`config.mk`:
```
export PLATFORM = sky130hd
export DESIGN_NAME = frame_capture
export DESIGN_NICKNAME = d
export VERILOG_FILES = /design/src/rtl/frame_capture.sv
export SDC_FILE = /design/constraint.sdc
export NUM_CORES = 1
export LEC_CHECK = 0
export BUFFER_PORTS_ARGS = -buffer_cell sky130_fd_sc_hd__buf_4
export CAP_MARGIN = 20
export CORE_MARGIN = 2
export CORE_UTILIZATION = 45
export CTS_BUF_LIST = sky130_fd_sc_hd__clkbuf_4
export DETAILED_ROUTE_END_ITERATION = 8
export PLACE_DENSITY = 0.72
export SKIP_CTS_REPAIR_TIMING = 1
export SLEW_MARGIN = 20
export SYNTH_ARGS = -nofsm -noshare
export SYNTH_HDL_FRONTEND = slang
export SYNTH_SLANG_ARGS = --single-unit
```
`constraint.sdc`:
```
create_clock -name clk -period 4 [get_ports clk]
set_input_delay 0.2 -clock clk [delete_from_list [all_inputs] [get_ports clk]]
set_output_delay 0.2 -clock clk [all_outputs]
set_load 0.02 [all_outputs]
```
`src/rtl/frame_capture.sv`:
```
// frame_capture: receive side of the panel pixel interface. Registers the
// RGB/blank/vsync stream, tracks x/y inside one armed frame and queues
// {address, pixel} pairs into a small FIFO that drains over a valid/ready
// write port.
//
// state   | meaning
// --------+-----------------------------------------------------------
// IDLE    | after reset, nothing armed
// ARMED   | waiting for the next vsync_n falling edge
// CAPTURE | counting x/y and pushing active pixels
// DRAIN   | frame ended, emptying the push stage and the FIFO
// DONE    | frame written; done held until the next arm
module frame_capture #(
  parameter int ACTIVE_COLS = 800,
  parameter int ACTIVE_ROWS = 480,
  parameter int ADDR_W      = 19,
  parameter int FIFO_DEPTH  = 4
) (
  input  logic              clk,
  input  logic              rst_n,
  input  logic              arm,
  input  logic              vsync_n,
  input  logic              blank_n,
  input  logic [7:0]        red,
  input  logic [7:0]        green,
  input  logic [7:0]        blue,
  output logic              wr_valid,
  input  logic              wr_ready,
  output logic [ADDR_W-1:0] wr_addr,
  output logic [23:0]       wr_data,
  output logic              busy,
  output logic              done,
  output logic              overflow,
  output logic              geom_err
);

  // x saturates one past the line length so an over-long line stays detectable
  localparam int XW = $clog2(ACTIVE_COLS + 2);
  localparam int YW = $clog2(ACTIVE_ROWS + 1);
  localparam int PW = (FIFO_DEPTH > 1) ? $clog2(FIFO_DEPTH) : 1;
  localparam int CW = PW + 1;

  localparam logic [XW-1:0]     X_END    = XW'(ACTIVE_COLS);
  localparam logic [XW-1:0]     X_SAT    = XW'(ACTIVE_COLS + 1);
  localparam logic [YW-1:0]     Y_LAST   = YW'(ACTIVE_ROWS - 1);
  localparam logic [ADDR_W-1:0] COLS_A   = ADDR_W'(ACTIVE_COLS);
  localparam logic [CW-1:0]     FULL_CNT = CW'(FIFO_DEPTH);

  typedef enum logic [2:0] {
    S_IDLE, S_ARMED, S_CAPTURE, S_DRAIN, S_DONE
  } state_t;

  logic              vsync_q, vsync_prev_q, blank_q, blank_prev_q;
  logic [23:0]       rgb_q;
  logic              vsync_fall, blank_fall;

  state_t            state_q, state_d;
  logic [XW-1:0]     x_q, x_d;
  logic [YW-1:0]     y_q, y_d;
  logic [ADDR_W-1:0] base_q, base_d;
  logic              overflow_q, overflow_d, geom_err_q, geom_err_d;
  logic              busy_q, busy_d, done_q, done_d;
  logic              push_vld_q, push_vld_d;
  logic [ADDR_W-1:0] push_addr_q, push_addr_d;
  logic [23:0]       push_data_q, push_data_d;

  logic [ADDR_W+23:0] mem_q [FIFO_DEPTH];
  logic [PW-1:0]      wr_ptr_q, rd_ptr_q;
  logic [CW-1:0]      cnt_q, cnt_d;
  logic               fifo_pop, fifo_full, fifo_push, fifo_drop;

  // input sampling and edge history
  always_ff @(posedge clk or negedge rst_n) begin
    if (!rst_n) begin
      vsync_q      <= 1'b0;
      vsync_prev_q <= 1'b1;
      blank_q      <= 1'b0;
      blank_prev_q <= 1'b0;
      rgb_q        <= '0;
    end else begin
      vsync_q      <= vsync_n;
      vsync_prev_q <= vsync_q;
      blank_q      <= blank_n;
      blank_prev_q <= blank_q;
      rgb_q        <= {red, green, blue};
    end
  end

  assign vsync_fall = vsync_prev_q & ~vsync_q;
  assign blank_fall = blank_prev_q & ~blank_q;

  // FIFO handshake: a pop in the same cycle frees the slot a full push needs
  assign fifo_pop  = (cnt_q != '0) & wr_ready;
  assign fifo_full = (cnt_q == FULL_CNT);
  assign fifo_push = push_vld_q & (~fifo_full | fifo_pop);
  assign fifo_drop = push_vld_q & fifo_full & ~fifo_pop;

  // next-state, position counters, push stage and status flags
  always_comb begin
    state_d     = state_q;
    x_d         = x_q;
    y_d         = y_q;
    base_d      = base_q;
    overflow_d  = overflow_q | fifo_drop;
    geom_err_d  = geom_err_q;
    push_vld_d  = 1'b0;
    push_addr_d = push_addr_q;
    push_data_d = push_data_q;
    case (state_q)
      S_IDLE, S_DONE: begin
        if (arm) begin
          state_d    = S_ARMED;
          overflow_d = 1'b0;
          geom_err_d = 1'b0;
          x_d        = '0;
          y_d        = '0;
          base_d     = '0;
        end
      end
      S_ARMED: begin
        if (vsync_fall) state_d = S_CAPTURE;
      end
      S_CAPTURE: begin
        if (vsync_fall) begin
          geom_err_d = 1'b1;
          state_d    = S_DRAIN;
        end else if (blank_q) begin
          if (x_q < X_END) begin
            push_vld_d  = 1'b1;
            push_addr_d = base_q + ADDR_W'(x_q);
            push_data_d = rgb_q;
          end
          if (x_q != X_SAT) x_d = x_q + 1'b1;
        end else if (blank_fall) begin
          if (x_q != X_END) geom_err_d = 1'b1;
          x_d    = '0;
          y_d    = y_q + 1'b1;
          base_d = base_q + COLS_A;
          if (y_q == Y_LAST) state_d = S_DRAIN;
        end
      end
      S_DRAIN: begin
        if ((cnt_q == '0) && !push_vld_q) state_d = S_DONE;
      end
      default: state_d = S_IDLE;
    endcase
    busy_d = (state_d == S_ARMED) || (state_d == S_CAPTURE) || (state_d == S_DRAIN);
    done_d = (state_d == S_DONE);
  end

  // FSM register bank with registered status outputs
  always_ff @(posedge clk or negedge rst_n) begin
    if (!rst_n) begin
      state_q     <= S_IDLE;
      x_q         <= '0;
      y_q         <= '0;
      base_q      <= '0;
      overflow_q  <= 1'b0;
      geom_err_q  <= 1'b0;
      busy_q      <= 1'b0;
      done_q      <= 1'b0;
      push_vld_q  <= 1'b0;
      push_addr_q <= '0;
      push_data_q <= '0;
    end else begin
      state_q     <= state_d;
      x_q         <= x_d;
      y_q         <= y_d;
      base_q      <= base_d;
      overflow_q  <= overflow_d;
      geom_err_q  <= geom_err_d;
      busy_q      <= busy_d;
      done_q      <= done_d;
      push_vld_q  <= push_vld_d;
      push_addr_q <= push_addr_d;
      push_data_q <= push_data_d;
    end
  end

  // FIFO occupancy
  always_comb begin
    cnt_d = cnt_q + CW'(fifo_push) - CW'(fifo_pop);
  end

  // FIFO storage and pointers; cleared on reset so the port reads zero
  always_ff @(posedge clk or negedge rst_n) begin
    if (!rst_n) begin
      wr_ptr_q <= '0;
      rd_ptr_q <= '0;
      cnt_q    <= '0;
      for (int i = 0; i < FIFO_DEPTH; i++) mem_q[i] <= '0;
    end else begin
      if (fifo_push) begin
        mem_q[wr_ptr_q] <= {push_addr_q, push_data_q};
        wr_ptr_q        <= wr_ptr_q + 1'b1;
      end
      if (fifo_pop) rd_ptr_q <= rd_ptr_q + 1'b1;
      cnt_q <= cnt_d;
    end
  end

  assign wr_valid = (cnt_q != '0);
  assign wr_addr  = mem_q[rd_ptr_q][ADDR_W+23:24];
  assign wr_data  = mem_q[rd_ptr_q][23:0];
  assign busy     = busy_q;
  assign done     = done_q;
  assign overflow = overflow_q;
  assign geom_err = geom_err_q;

endmodule
```
==> metrics.txt <==
Worst slew margin 0.303; Syn Inst Count 848; placed inst area between 10,000 and 15,000 sq um; async set-reset flop share out of synthesis 1.00; layout cell share with drive strength beyond 1 0.441; Hold Vio Cnt, Final 0; Critical R2R Capture cnt_q[2]$_DFF_PN0_; number of I/O port buffers a little under 80; first-pass GRT wire length 39,900 um; Num Clock Sinks 291; main combinational cell family by area after synthesis multiplexers; synth-to-layout area growth 17.6%; TritonCTS clock tree yes; antenna-violating nets left 0; Post-synth top flop dfrtp_1; NumNets Final 1,049; Die Y 170 um; DRT Pass-1 Iters 4; synthesized area per cell 14.6 sq um; Design Area, Final 14,600 sq um; syn_nets 895; leakage 6.91 nW; Remaining DRCs 0; Slew Limit Fails 0; antenna violations before repair 1; Tmin final 2.83 ns; Power Dens Cells 731 nW/um^2; multiplexer share of the synthesized area 0.261; setup_tns 0 ns; Worst-Skew Late Latency 0.68 ns; Max Fanout on Critical Path 45; hold path cells 2; clk buf depth 3; Critical R2R Launch cnt_q[2]$_DFF_PN0_; total wire length 24,100 um; status complete, no violations; Distinct cells, synth 53; Final setup viols 0; fillers 2,220; worst min path class primary input to register; Worst EP arrival 2.63 ns; kind of critical path register to output pin; largest net degree at the start of global routing roughly 120; Synth Area in Compound Gates 0.0286; Initial Util 0.459; post-synthesis simple-gate area fraction 0.0564; worst hold start green[2]; Worst Setup End Kind output pin; I/O pin cnt 78; Congestion Overflow GR 0; FF+latch count, synth about 290; Post-Syn Area 12,400 sq um; Avg WL per Cell 17.3 um; routed vias/inst 5.31; Post-Synth Adder-Cell Area 0.0178; final core occ 0.539; Slew @ Worst Pin 1.05 ns; RSZ-0062 raised after global routing no; YS warnings 0; CTS root buf clkbuf_4; Vias 7,397; row count 60; core footprint 27,000 sq um; worst vdd ir 0.390 mV; Final GP Congestion between 0.8 and 0.9; R2R setup slack approximately 1.6 ns; Horiz. Die Dim 170 um; FMAX 353 MHz; Worst Reg-to-Reg Cells 10; Setup Skew 0.0561 ns; register area 7290 sq um; H-tree levels 3; fin crit share 0.707; vias in the first global route 7,829; nature of the critical path startpoint register; Tot GR Track Use 0.174; dpl hpwl 14,000 um; Post-synth EDFFs 0; Max-Cap Viols 0; clock transition at the registers of the reported paths 0.06 ns; Seq/Total Area, Yosys 0.588; First DRT Iteration DRCs 376; CTS Buf Count 76; area of the die between 20,000 and 30,000 sq um; Hold Path End rgb_q[10]$_DFF_PN0_; Post-Synth XOR/XNOR Area 0.0276; Worst EP required ~3.8 ns; multi-input combinational cell area about 5000 sq um
[state kept, by name (all words and copies together) (netlist names), 2 cells and up]
register     count
base_q          14
wr_ptr_q         2
x_q             10
push_addr_q     19
rd_ptr_q         2
mem_q          172
y_q              9
push_data_q     24
rgb_q           24
cnt_q            3
state_q          3
[how the worst max path moves through the flow]
stage / to / slack, ns / startpoint
detailed placement: cnt_q[2]$_DFF_PN0_ / 1.55 / cnt_q[2]$_DFF_PN0_
global route: wr_addr[8] / 0.96 / rd_ptr_q[0]$_DFFE_PN0P_
global placement: cnt_q[2]$_DFF_PN0_ / 1.60 / cnt_q[2]$_DFF_PN0_
floorplan: cnt_q[2]$_DFF_PN0_ / 1.63 / cnt_q[1]$_DFF_PN0_
finish: wr_addr[8] / 1.17 / rd_ptr_q[0]$_DFFE_PN0P_
CTS: wr_addr[8] / 1.06 / rd_ptr_q[0]$_DFFE_PN0P_
[layer usage]
layer	part of all wire	vias to the layer above	GRT usage
met4	0.018	0	0.0684
met1	0.47	3793	0.237
met5	0	-	0
met2	0.48	147	0.271
met3	0.039	40	0.0423
li1	-	3417	-
[Yosys cell counts (all sizes together), types with 5 or more instances]
library cell  number  share of area
buf               25          0.011
ha                16          0.016
nand4              8         0.0040
or3                6         0.0030
o31ai              5         0.0034
nor2              32         0.0097
dfrtp            290           0.59
mux2             199           0.18
clkbuf            18         0.0054
mux4              43          0.078
nor3               8         0.0036
a21oi             18         0.0073
o21ai             24         0.0097
nand3             14         0.0057
xnor2             27          0.019
inv               14         0.0042
nand2             41          0.012
nor4               5         0.0030
xor2              12         0.0085
[critical path: stages (launching register included)]
cell and delay [ns]:
dfrtp_4 1.05, mux4_2 0.68, buf_4 0.19
[placed cells by master, fill, tap and decap left out, types with 4 or more instances in the layout]
| cell type | n |
|---|---|
| ha_1 | 16 |
| nand3_1 | 14 |
| xnor2_1 | 27 |
| inv_1 | 14 |
| dlygate4sd3_1 | 29 |
| nor4_1 | 4 |
| nand2_1 | 37 |
| clkbuf_4 | 110 |
| mux4_2 | 43 |
| nand2_2 | 4 |
| or3_1 | 6 |
| nor2_1 | 32 |
| o31ai_1 | 4 |
| xor2_1 | 12 |
| nor3_1 | 6 |
| buf_4 | 88 |
| mux2_2 | 199 |
| and3_1 | 4 |
| o21ai_0 | 24 |
| nand2b_1 | 4 |
| a21oi_1 | 18 |
| nand4_1 | 8 |
| dfrtp_1 | 288 |
| clkinv_1 | 10 |
[logic make-up after synthesis]
family	after synthesis
AO/OA/AOI/OAI	60
buffers and inverters	57
adder cells (fa/ha/maj)	17
multiplexers	245
XOR/XNOR	39
AND/OR/NAND/NOR	139
flip-flops	291
[through the flow]
| step | total power [W] | setup slack (ns) | hold WS, ns | instances |
|---|---|---|---|---|
| finish | 0.0107 | 1.17 | 0.172 | 1393 |
| global route | 0.0114 | 0.963 | 0.124 | 1393 |
| CTS | 0.0108 | 1.06 | -0.439 | 1363 |
| detailed placement | 0.00819 | 1.55 | 0.310 | 1236 |
| global placement | 0.00806 | 1.60 | 0.311 | 1236 |
| floorplan | 0.00699 | 1.63 | -0.0956 | 848 |
[area by class of cell]
type | count | area share
flip-flops and latches | 291 | 0.500
multi-input cells | 500 | 0.334
repair buffers | 119 | 0.0676
clock buffers | 110 | 0.0566
well taps | 341 | 0.0293
clock inverters | 17 | 0.00875
inverters | 14 | 0.00360
diodes | 1 | 0.000172
[report_power, final]
group          internal [W]  switching [W]  leakage (nW)
logic               0.00184        0.00139          2.55
registers           0.00396       0.000929          3.80
clock network       0.00139        0.00115         0.571
total               0.00718        0.00347          6.91
No activity file was read; power rests on OpenSTA's default activity.
